## src/rtl/alu_cmd_sequencer.sv

```systemverilog
// Command controller for the dual-memory + ALU datapath: one command per handshake, one response per command.
// Optional statistics outputs (stat_ops, stat_errs) are built only when ALU_SEQ_STATS_EN is defined.
module alu_cmd_sequencer #(
  parameter int DATA_WIDTH    = 8,
  parameter int ADDRESS_WIDTH = 4,
  parameter int DP_LATENCY    = 2
) (
  input  logic                     clk,
  input  logic                     reset_n,
  input  logic                     cmd_valid,
  output logic                     cmd_ready,
  input  logic [1:0]               cmd_kind,
  input  logic [ADDRESS_WIDTH-1:0] cmd_opcode,
  input  logic [ADDRESS_WIDTH-1:0] cmd_addr_a,
  input  logic [ADDRESS_WIDTH-1:0] cmd_addr_b,
  input  logic [DATA_WIDTH-1:0]    cmd_wdata,
  output logic                     rsp_valid,
  input  logic                     rsp_ready,
  output logic [DATA_WIDTH-1:0]    rsp_data,
  output logic                     rsp_carry,
  output logic                     rsp_err,
  output logic                     busy,
  output logic                     cs0,
  output logic                     cs1,
  output logic                     mem_en0,
  output logic                     mem_en1,
  output logic [ADDRESS_WIDTH-1:0] addr0,
  output logic [ADDRESS_WIDTH-1:0] addr1,
  output logic [DATA_WIDTH-1:0]    wdata0,
  output logic [DATA_WIDTH-1:0]    wdata1,
  output logic [ADDRESS_WIDTH-1:0] opcode_out,
  input  logic [DATA_WIDTH-1:0]    dp_result,
  input  logic                     dp_carry
`ifdef ALU_SEQ_STATS_EN
  ,
  output logic [15:0]              stat_ops,
  output logic [7:0]               stat_errs
`endif
);

  localparam logic [2:0] S_IDLE  = 3'd0;
  localparam logic [2:0] S_WRITE = 3'd1;
  localparam logic [2:0] S_ISSUE = 3'd2;
  localparam logic [2:0] S_WAIT  = 3'd3;
  localparam logic [2:0] S_RESP  = 3'd4;

  localparam logic [1:0] K_EXEC    = 2'b00;
  localparam logic [1:0] K_WRITE_A = 2'b01;
  localparam logic [1:0] K_WRITE_B = 2'b10;

  localparam int CW = $clog2(DP_LATENCY + 1);

  logic [2:0]               state;
  logic [1:0]               kind_q;
  logic [ADDRESS_WIDTH-1:0] addr_a_q;
  logic [ADDRESS_WIDTH-1:0] addr_b_q;
  logic [DATA_WIDTH-1:0]    wdata_q;
  logic [ADDRESS_WIDTH-1:0] opcode_q;
  logic [CW-1:0]            wait_cnt;
  logic                     rsp_fire;

  assign rsp_fire = (state == S_RESP) && rsp_ready;

  // opcode_q only reloads on an accepted EXEC, so opcode_out holds between operations.
  always_ff @(posedge clk or negedge reset_n) begin
    if (!reset_n) begin
      state     <= S_IDLE;
      kind_q    <= '0;
      addr_a_q  <= '0;
      addr_b_q  <= '0;
      wdata_q   <= '0;
      opcode_q  <= '0;
      wait_cnt  <= '0;
      rsp_data  <= '0;
      rsp_carry <= 1'b0;
      rsp_err   <= 1'b0;
    end else begin
      case (state)
        S_IDLE: begin
          if (cmd_valid) begin
            kind_q   <= cmd_kind;
            addr_a_q <= cmd_addr_a;
            addr_b_q <= cmd_addr_b;
            wdata_q  <= cmd_wdata;
            case (cmd_kind)
              K_EXEC: begin
                opcode_q <= cmd_opcode;
                state    <= S_ISSUE;
              end
              K_WRITE_A, K_WRITE_B: state <= S_WRITE;
              default: begin
                rsp_data  <= '0;
                rsp_carry <= 1'b0;
                rsp_err   <= 1'b1;
                state     <= S_RESP;
              end
            endcase
          end
        end
        S_WRITE: begin
          rsp_data  <= wdata_q;
          rsp_carry <= 1'b0;
          rsp_err   <= 1'b0;
          state     <= S_RESP;
        end
        S_ISSUE: begin
          wait_cnt <= CW'(DP_LATENCY);
          state    <= S_WAIT;
        end
        S_WAIT: begin
          if (wait_cnt == CW'(1)) begin
            rsp_data  <= dp_result;
            rsp_carry <= dp_carry;
            rsp_err   <= 1'b0;
            state     <= S_RESP;
          end else begin
            wait_cnt <= wait_cnt - CW'(1);
          end
        end
        S_RESP: begin
          if (rsp_ready) begin
            rsp_data  <= '0;
            rsp_carry <= 1'b0;
            rsp_err   <= 1'b0;
            state     <= S_IDLE;
          end
        end
        default: state <= S_IDLE;
      endcase
    end
  end

  // Strobes decode straight from state so an async reset drops them immediately.
  always_comb begin
    cs0     = (state == S_ISSUE) || ((state == S_WRITE) && (kind_q == K_WRITE_A));
    cs1     = (state == S_ISSUE) || ((state == S_WRITE) && (kind_q == K_WRITE_B));
    mem_en0 = (state == S_WRITE) && (kind_q == K_WRITE_A);
    mem_en1 = (state == S_WRITE) && (kind_q == K_WRITE_B);
  end

  assign cmd_ready  = (state == S_IDLE);
  assign busy       = (state != S_IDLE);
  assign rsp_valid  = (state == S_RESP);
  assign addr0      = addr_a_q;
  assign addr1      = addr_b_q;
  assign wdata0     = wdata_q;
  assign wdata1     = wdata_q;
  assign opcode_out = opcode_q;

`ifdef ALU_SEQ_STATS_EN
  // Saturating counters of completed responses, split by error flag.
  always_ff @(posedge clk or negedge reset_n) begin
    if (!reset_n) begin
      stat_ops  <= '0;
      stat_errs <= '0;
    end else if (rsp_fire) begin
      if (rsp_err) begin
        if (stat_errs != 8'hFF) stat_errs <= stat_errs + 8'd1;
      end else begin
        if (stat_ops != 16'hFFFF) stat_ops <= stat_ops + 16'd1;
      end
    end
  end
`endif

endmodule

```

## config.mk

```make
export PLATFORM = sky130hd
export DESIGN_NAME = alu_cmd_sequencer
export DESIGN_NICKNAME = d
export VERILOG_FILES = /design/src/rtl/alu_cmd_sequencer.sv
export SDC_FILE = /design/constraint.sdc
export NUM_CORES = 1
export LEC_CHECK = 0
export BUFFER_PORTS_ARGS = -buffer_cell sky130_fd_sc_hd__buf_2
export CAP_MARGIN = 20
export CORE_MARGIN = 2
export CORE_UTILIZATION = 50
export DETAILED_ROUTE_END_ITERATION = 7
export GPL_TIMING_DRIVEN = 0
export PLACE_DENSITY = 0.94
export SLEW_MARGIN = 30
export SYNTH_ARGS = -nofsm -noshare
export SYNTH_HDL_FRONTEND = slang
export SYNTH_SLANG_ARGS = --single-unit
```

## constraint.sdc

```tcl
create_clock -name clk -period 5 [get_ports clk]
set_clock_uncertainty 0.2 [all_clocks]
set_input_delay 1 -clock clk [delete_from_list [all_inputs] [get_ports clk]]
set_output_delay 1 -clock clk [all_outputs]
set_load 0.02 [all_outputs]
```

==> out/results.ini, run 1 <==
[die]
die_area_um2 = 4080
ios = 80
core_area_um2 = 3390
placementRows = 21
start_util_pct = 52.9
dieWidth_um = 63.9
die_h_um = 63.9

[synthesis]
netlist_area_um2 = 1790
synthXorXnorAreaFrac_pct = 0
synth_fp_nets = 179
synthCells = 141
ys_seq_elements = 37
synthAdderAreaFrac_pct = 2.09
synthSimpleGateAreaFrac_pct = 8.51
synth.distinct_cells = 30
synth-seq-area-share_pct = 51.6
synth_warnings = 0
synth_compound_area_share_pct = 10.5
synth_top_family_by_area = multiplexers
syn_area_per_cell_um2 = 12.7
muxShareOfSynthArea_pct = 20.4

[place]
place_hpwl_mm = 2.92
place_congestion = 0.810
place_ws_ps = 2480
io_buffers = 79

[critical_path]
reg2reg_from = wait_cnt[1]
reg2reg_depth = 6
arrival_ps = 1640
startpoint = state[1]
cp-endpoint = cs0
rrSetupSlack_ps = 3060
cp_max_fo = 10
worstSetupPathType = reg2out
critPathRequiredTime_ps = 3800
critPathCaptureType = output port
start_kind = register
reg2reg_to = rsp_carry

[min_path]
min_path_type = reg2reg

[layout]
area_growth_pct = 28.1
layout_common_cells = 82 x buf_2, 37 x dfrtp_1, 12 x mux2_1
layout.nets = 265
seq_area_um2 = 926
final_util_pct = 67.7
n_fill_cell = 274
multiInputGateArea_um2 = 743
drive_gt1_share_pct = 50.2
final_common_cell = buf_2
num_antenna_cells = 0

[timing]
fin_crit_sh_pct = 56.8
setup_ws_ps = 2160
setup_viol = 0
hold_viol = 0
max-slew-margin-rel_pct = 47.5
fmax_mhz = 352
grt_setup_unrepaired = false
report.final.slew_viol_count = 0
worst_hold_slack_ps = 294
worst_pin_slew_ps = 788
timing.final.crit_period_ps = 2840
fin_tns_setup_ps = 0

[clock_network]
htreeDepth = 2
cts_buffer_depth = 2
cts_resized = 0
cts_setup_buffers = 0
path_clk_slew_ps = 100
root_buffer = clkbuf_4
cts_tree = yes
insertion_delay_ps = 340
ctsHoldBuffers = 0
cts_buffers = 5
clock-sinks = 37

[global_routing]
antenna_found_initial = 0
grt_pass1_vias = 1421
grt_use_met2_pct = 35.3
grt_max_degree = 38
grt.overflow.total = 0
grt_pass1_wl_mm = 6.38
grtUsageMet3_pct = 4.23
busiest_layer = met2
grt_use_met1_pct = 23.8
track_usage_pct = 20.3

[route]
drt-total-wl_mm = 3.84
post_drt_wl_per_cell_um = 14.1
num_vias = 1392
routed_via_density = 5.10
antenna_left = 0
drtPass1Iterations = 4
drc = 0
drtIter0Drc = 65

[run_status]
status = completed

[power_and_ir_drop]
powerDensity_nw_per_um2 = 699
ir_worst_vdd_mv = 0.349
power.total_mw = 1.61
p_leak_nw = 1.19

[flow_run]
maxCapViolCount = 0

area by class of cell:
cell class	instances	area share, %
repair buffers	79	17.2
clock buffers	6	1.80
plain buffers	13	4.25
flip-flops and latches	37	40.3
clock inverters	1	0.381
multi-input cells	84	32.4
inverters	7	1.14
well taps	46	2.51
synthesized netlist by cell type:
cell type | count | area (µm²)
nor2_1 | 3 | 11.3
a32oi_2 | 1 | 16.3
buf_4 | 8 | 60.1
o21ai_4 | 1 | 16.3
ha_1 | 3 | 37.5
o21ai_0 | 2 | 10.0
o21ai_1 | 1 | 5.00
nor3_1 | 2 | 10.0
and2_4 | 1 | 8.76
a2bb2oi_1 | 1 | 8.76
nand2_1 | 8 | 30.0
mux2_1 | 12 | 135
buf_6 | 2 | 22.5
a21oi_1 | 7 | 35.0
o21a_1 | 1 | 7.51
nand2_2 | 1 | 6.26
buf_2 | 3 | 15.0
a22o_1 | 1 | 8.76
inv_1 | 7 | 26.3
and2_1 | 1 | 6.26
nor2_4 | 1 | 11.3
mux2i_1 | 8 | 80.1
nand2b_1 | 2 | 12.5
o2bb2ai_1 | 8 | 70.1
and3_1 | 2 | 12.5
nor3b_2 | 1 | 12.5
dfrtp_1 | 37 | 926
nor2b_1 | 5 | 31.3
mux2_4 | 10 | 150
a32o_1 | 1 | 10.0
power breakdown:
part	switching, mW	internal (mW)	total, mW
sequential	0.0935	0.439	0.533
combinational	0.522	0.402	0.924
clock	0.0951	0.0534	0.148
total	0.711	0.895	1.61
flip-flops by register name, indices dropped and copies added, names as in the netlist:
| name | flops |
|---|---|
| rsp_data | 8 |
| kind_q | 2 |
| addr1 | 4 |
| rsp_carry | 1 |
| wdata0 | 8 |
| wait_cnt | 2 |
| addr0 | 4 |
| rsp_err | 1 |
| state | 3 |
| opcode_out | 4 |
per-layer routing:
| layer | vias to the layer above | part of all wire (%) | wire, µm |
|---|---|---|---|
| met5 | - | 0 | 0 |
| met4 | 0 | 2.1 | 81 |
| met3 | 10 | 5.6 | 214 |
| met2 | 50 | 52 | 2010 |
| met1 | 669 | 40 | 1540 |
| li1 | 663 | - | - |
worst min path at each step:
stage,from,end,depth (start not counted)
4_1_cts,rsp_err,rsp_err,1
3_5_place_dp,addr0[0],addr0[0],1
6_report,addr1[1],addr1[1],1
3_3_place_gp,rsp_data[3],rsp_data[3],1
2_1_floorplan,kind_q[0],kind_q[0],1
5_1_grt,addr0[0],addr0[0],1
cell families after synthesis:
logic type / count (synthesis)
DFF: 37
muxes: 30
and+or+nand+nor: 27
AOI/OAI and AO/OA: 24
buffers and inverters: 20
adders and majority gates: 3
stage by stage:
stage / cell area (µm²) / cells
2_1_floorplan: 1790 / 141
3_5_place_dp: 2250 / 266
6_report: 2300 / 273
5_1_grt: 2300 / 273
4_1_cts: 2300 / 273
3_3_place_gp: 2250 / 266
worst max-delay path, stage by stage, from the launching register on:
cell     delay (ps)
dfrtp_1         330
buf_2           200
buf_2           320
nand2_1         110
a21oi_1         150
buf_2           180
No activity file was read; power rests on OpenSTA's default activity.
==> inputs of run 2 (changes only) <==
Settings changed: ABC_AREA set to 1, CORE_UTILIZATION 50 to 42, PLACE_DENSITY 0.94 to 0.85.
Clock period 5 ns to 2.6 ns, I/O delays scaled along.
==> run 2 against run 1 <==
Compared with the run above:
- critical endpoint unchanged
- die area is 21% higher
- sequential power grew 84%
- final area up 5.0%
- core utilization decreased by 12 points
- clock-buffer cell count grew 1
- routed wire length grew 15%
- sequential share of layout area fell by 1.9 points
- first-iteration DRC count is 91% higher
- critical path depth is 1 higher
- register-to-register slack got worse by 2100 ps
- total power is 89% higher
==> out/results.ini, run 2 <==
[critical_path]
reg2reg_from = state[1]
start_kind = register
critPathCaptureType = output port
cp_slowest_cell = dfrtp_1
cp_max_fo = 8
slowest_delay_ps = 370
worstSetupPathType = reg2out
startpoint = state[2]
rrSetupSlack_ps = 950
critPathRequiredTime_ps = 1880
crit_chain = buf_6 > nor2_2 > nand2_1 > nor3_2 > or2_2 > buf_2
reg2reg_depth = 8
arrival_ps = 1700
reg2reg_to = rsp_data[7]

[global_routing]
grt.overflow.total = 0
antenna_found_initial = 0
grt_max_degree = 38
track_usage_pct = 19.1
grt_pass1_vias = 1664
grt_pass1_wl_mm = 7.45

[place]
place_congestion = 0.862
dp.cells = 358
place_hpwl_mm = 3.38
dpl_cell_area_um2 = 2310
io_buffers = 79

[synthesis]
synth-seq-area-share_pct = 50.2
synth_top_family_by_area = simple AND/OR/NAND/NOR gates
netlist_area_um2 = 1850
synth_fp_nets = 265
synthXorXnorAreaFrac_pct = 0
synthArstFlopShare_pct = 100
synthCells = 227
synth.distinct_cells = 20
synth_top_cell_by_area = dfrtp_1
ys_seq_elements = 37
synth_top_area_share_pct = 50.2
synthSimpleGateAreaFrac_pct = 30.5
synth_edf_count = 0
synth_top_cells_by_count = 71 x nand2_1, 37 x dfrtp_1, 28 x nand3_1
ys.flop_type = dfrtp_1
synth_warnings = 0
ys_top_cells_by_area = dfrtp_1 50%, nand2_1 14%, nand3_1 7.6%
synthAdderAreaFrac_pct = 2.03
synth_compound_area_share_pct = 6.58
muxShareOfSynthArea_pct = 0
syn_area_per_cell_um2 = 8.13
yosysMostFrequentCell = nand2_1

[timing]
worst_pin_slew_ps = 807
fin_crit_sh_pct = 93.2
hold_viol = 0
fmax_mhz = 413
report.final.slew_viol_count = 0
max-slew-margin-rel_pct = 46.2
grt_setup_unrepaired = false
worst_hold_slack_ps = 112
setup_viol = 0
timing.final.crit_period_ps = 2420
fin_tns_setup_ps = 0

[power_and_ir_drop]
ir_worst_vdd_mv = 0.625
clock_power_share_pct = 14.8
p_leak_nw = 1.42
internal-power_mw = 1.63
powerDensity_nw_per_um2 = 1260
pwr-share-seq_pct = 32.4
power.switching_mw = 1.41
combPwrFrac_pct = 52.8
swShare_pct = 46.4

[die]
die_area_um2 = 4940
die_h_um = 70.3
core_area_um2 = 4290
placementRows = 24
ios = 80
dieWidth_um = 70.3
start_util_pct = 43.0

[clock_network]
root_buffer = clkbuf_8
ctsHoldBuffers = 0
path_clk_slew_ps = 70
cts_setup_buffers = 0
htreeDepth = 2
cts_tree = yes
cts_buffers = 5
clock-sinks = 37
cts_buffer_depth = 2
insertion_delay_ps = 290

[route]
wl_met1_mm = 1.90
routed_via_density = 4.77
routed.top_layer = met4
drtPass1Iterations = 4
route.met3.wl_um = 273
drc = 0
antenna_left = 0
post_drt_wl_per_cell_um = 12.1
drt-total-wl_mm = 4.41
wl_met2_mm = 2.17
drtIter0Drc = 124
num_vias = 1746

[flow_run]
maxCapViolCount = 0

[layout]
area_growth_pct = 30.6
num_antenna_cells = 0
layout.nets = 351
finish.instance_area_um2 = 2410
drive_gt1_share_pct = 36.3
layout_common_cells = 84 x buf_2, 71 x nand2_1, 37 x dfrtp_1
n_fill_cell = 425
layout.cells.non_filler = 366
final_common_cell = buf_2

[run_status]
status = completed

[min_path]
min_path_type = in2async

run 2: changes by cell type after synthesis, moves of 5 or more:
cell	delta
mux2_1	-12
mux2i_1	-8
mux2_4	-10
nand3_1	+28
nor2b_1	-5
nor2_1	+12
inv_1	+14
o21ai_0	+14
nand2_1	+63
o2bb2ai_1	-8
run 2: power groups by stage:
stage                     clock network, mW  registers [mW]  logic (mW)
final                                 0.450           0.982        1.60
after global routing                  0.485            1.02        1.76
after CTS                             0.457           0.981        1.61
after detailed placement                  0           0.990        1.61
after global placement                    0           0.981        1.56
after floorplan                           0            1.23       0.851
run 2: worst max-delay path by stage:
| stage | to | slack (ps) | cells past startpoint |
|---|---|---|---|
| 2_1_floorplan | cs0 | 440 | 5 |
| 3_3_place_gp | cs0 | 460 | 6 |
| 3_5_place_dp | cs0 | 410 | 6 |
| 4_1_cts | cs0 | 90 | 6 |
| 5_1_grt | cs0 | 50 | 6 |
| 6_report | cs0 | 180 | 6 |
run 2: worst max-delay path: cells and delay by family (launching register included):
| family | cells | cell delay [ps] |
|---|---|---|
| AND/OR/NAND/NOR | 4 | 750 |
| buffers and inverters | 2 | 290 |
| flip-flops | 1 | 370 |
run 2: kinds of logic (layout without fill, tap and decap cells):
family,count (synthesis),in the layout
AO/OA/AOI/OAI,24,24
adder cells (fa/ha/maj),3,3
buffers and inverters,38,125
flip-flops,37,37
AND/OR/NAND/NOR,125,125
run 2: repair_timing:
action	CTS	global route
setup endpoints to repair	0	2
gates resized for setup	0	1
endpoints found under the hold margin	0	0
run 2: cell type report:
type,instances,area [µm²],share of cell area (%)
clock buffers,7,96.3,4.00
inverters,21,78.8,3.27
clock inverters,1,5.00,0.208
well taps,52,65.1,2.70
multi-input cells,152,724,30.1
plain buffers,17,119,4.93
repair buffers,79,395,16.4
flip-flops and latches,37,926,38.4
run 2: routing by layer:
metal  vias to the layer above  track usage (%)
met5                         -                0
met2                        60             32.3
met3                         8             4.33
met1                       801             23.8
li1                        877                -
met4                         0             7.05
run 2: through the flow:
step                      setup slack, ps  power, mW  utilization [%]
after detailed placement              410       2.60             53.7
final                                 176       3.03             56.1
after floorplan                       439       2.08                -
after CTS                            86.2       3.05             56.1
after global placement                460       2.54             53.7
after global routing                 54.5       3.26             56.1
==> inputs of run 3 (changes only) <==
Settings changed: RECOVER_POWER set to 25.
==> run 3 against run 2 <==
Compared with the run above:
- the run now ends with max-capacitance violations, max-slew violations left
- die area unchanged
- highest routed layer unchanged
- clock-buffer cell count unchanged
- final area is essentially flat
- critical path depth is the same
- largest power group unchanged
- non-clock buffer count stayed put
- fmax unchanged
- worst hold slack gained 110 ps
- global-route usage unchanged
==> out/results.ini, run 3 (same netlist as run 2, synthesis figures left out) <==
[layout]
drive_gt1_share_pct = 36.0
layout.nets = 351
final_common_cell = buf_2
area_growth_pct = 30.5
num_antenna_cells = 0
layout_common_cells = 83 x buf_2, 71 x nand2_1, 37 x dfrtp_1

[min_path]
min_path_cells = 3
min_path_type = in2reg
hp-start = cmd_opcode[2]
holdPathEnd = opcode_out[2]

[global_routing]
grt_pass1_vias = 1664
grt_max_degree = 38
track_usage_pct = 19.1
grt_pass1_wl_mm = 7.45
grt.overflow.total = 0
antenna_found_initial = 0

[route]
antenna_left = 0
routed_via_density = 4.77
drtPass1Iterations = 4
drt-total-wl_mm = 4.41
drc = 0
drtIter0Drc = 124
num_vias = 1746
post_drt_wl_per_cell_um = 12.0

[clock_network]
cts_buffer_depth = 2
path_clk_slew_ps = 80
htreeDepth = 2
cts_tree = yes
root_buffer = clkbuf_8
clock-sinks = 37
insertion_delay_ps = 290
cts_buffers = 5
ctsHoldBuffers = 0

[critical_path]
worstSetupPathType = reg2out
critPathRequiredTime_ps = 1880
cp_slowest_cell = dfrtp_1
reg2reg_to = rsp_data[7]
reg2reg_from = state[1]
path_buf_inv = 2
reg2reg_depth = 8
critPathCaptureType = output port
crit_chain = buf_6 > nor2_2 > nand2_1 > nor3_2 > or2_2 > buf_2
slowest_delay_ps = 370
arrival_ps = 1700
cp_max_fo = 8
start_kind = register
critPathTopFamily = simple AND/OR/NAND/NOR gates
rrSetupSlack_ps = 950

[place]
place_ws_ps = 410
place_congestion = 0.862
place_hpwl_mm = 3.38
io_buffers = 79

[run_status]
status = finished with violations
violations = max-capacitance violations, max-slew violations

[timing]
hold_viol = 0
fin_crit_sh_pct = 93.2
worst_hold_slack_ps = 219
max-slew-margin-rel_pct = -29.1
worst_pin_slew_ps = 1940
setup_ws_ps = 176
setup_viol = 0
report.final.slew_viol_count = 38
fin_tns_setup_ps = 0
timing.final.crit_period_ps = 2420
fmax_mhz = 413
grt_setup_unrepaired = false

[die]
placementRows = 24
ios = 80
die_area_um2 = 4940
dieWidth_um = 70.3
core_area_um2 = 4290
start_util_pct = 43.0
die_h_um = 70.3

[power_and_ir_drop]
ir_worst_vdd_mv = 0.625
power.total_mw = 3.03
p_leak_nw = 1.41
powerDensity_nw_per_um2 = 1260

[flow_run]
maxCapViolCount = 1

## run 3: cell count changes in the layout (fill, tap and decap cells not counted), sizes merged
cell    change
clkbuf      +1
buf         -1
## run 3: worst max path at each step
stage / start / to / cells after the start
global placement: state[2] / cs0 / 6
finish: state[2] / cs0 / 6
global route: state[2] / cs0 / 6
CTS: state[2] / cs0 / 6
floorplan: state[2] / cs0 / 5
detailed placement: state[2] / cs0 / 6
## run 3: cell type report
| cell class | count | area, µm² |
|---|---|---|
| Clock inverter | 1 | 5.00 |
| Timing Repair Buffer | 79 | 394 |
| Tap cell | 52 | 65.1 |
| Clock buffer | 7 | 96.3 |
| Fill cell | 426 | 1890 |
| Sequential cell | 37 | 926 |
| Buffer | 17 | 119 |
| Inverter | 21 | 78.8 |
| Multi-Input combinational cell | 152 | 724 |
## run 3: tightest hold or removal path: stages
cell	delay (ps)
buf_2	70
nand2_1	40
nand2_1	50
## run 3: per-stage QoR
| step | util (%) | instances | cell area [µm²] |
|---|---|---|---|
| after floorplan | - | 227 | 1850 |
| after global placement | 53.7 | 358 | 2310 |
| after detailed placement | 53.7 | 358 | 2310 |
| after CTS | 56.1 | 366 | 2410 |
| after global routing | 56.1 | 366 | 2410 |
| final | 56.1 | 366 | 2410 |
## run 3: where the power goes
part | switching (mW) | internal, mW | leakage (nW) | total [mW]
registers | 0.156 | 0.825 | 0.462 | 0.982
logic | 1.04 | 0.560 | 0.899 | 1.60
clock network | 0.210 | 0.240 | 0.0542 | 0.450
## run 3: metal layers
metal  wire length [µm]  GRT usage [%]
met1               1900           23.8
met2               2170           32.3
met3                272           4.33
met4                 69           7.05
met5                  0              0
## run 3: repair_timing
item / CTS / global route
resized for setup: 0 / 1
endpoints found under the hold margin: 0 / 0
buffers inserted: 0 / 0
endpoints found under the setup margin: 0 / 2
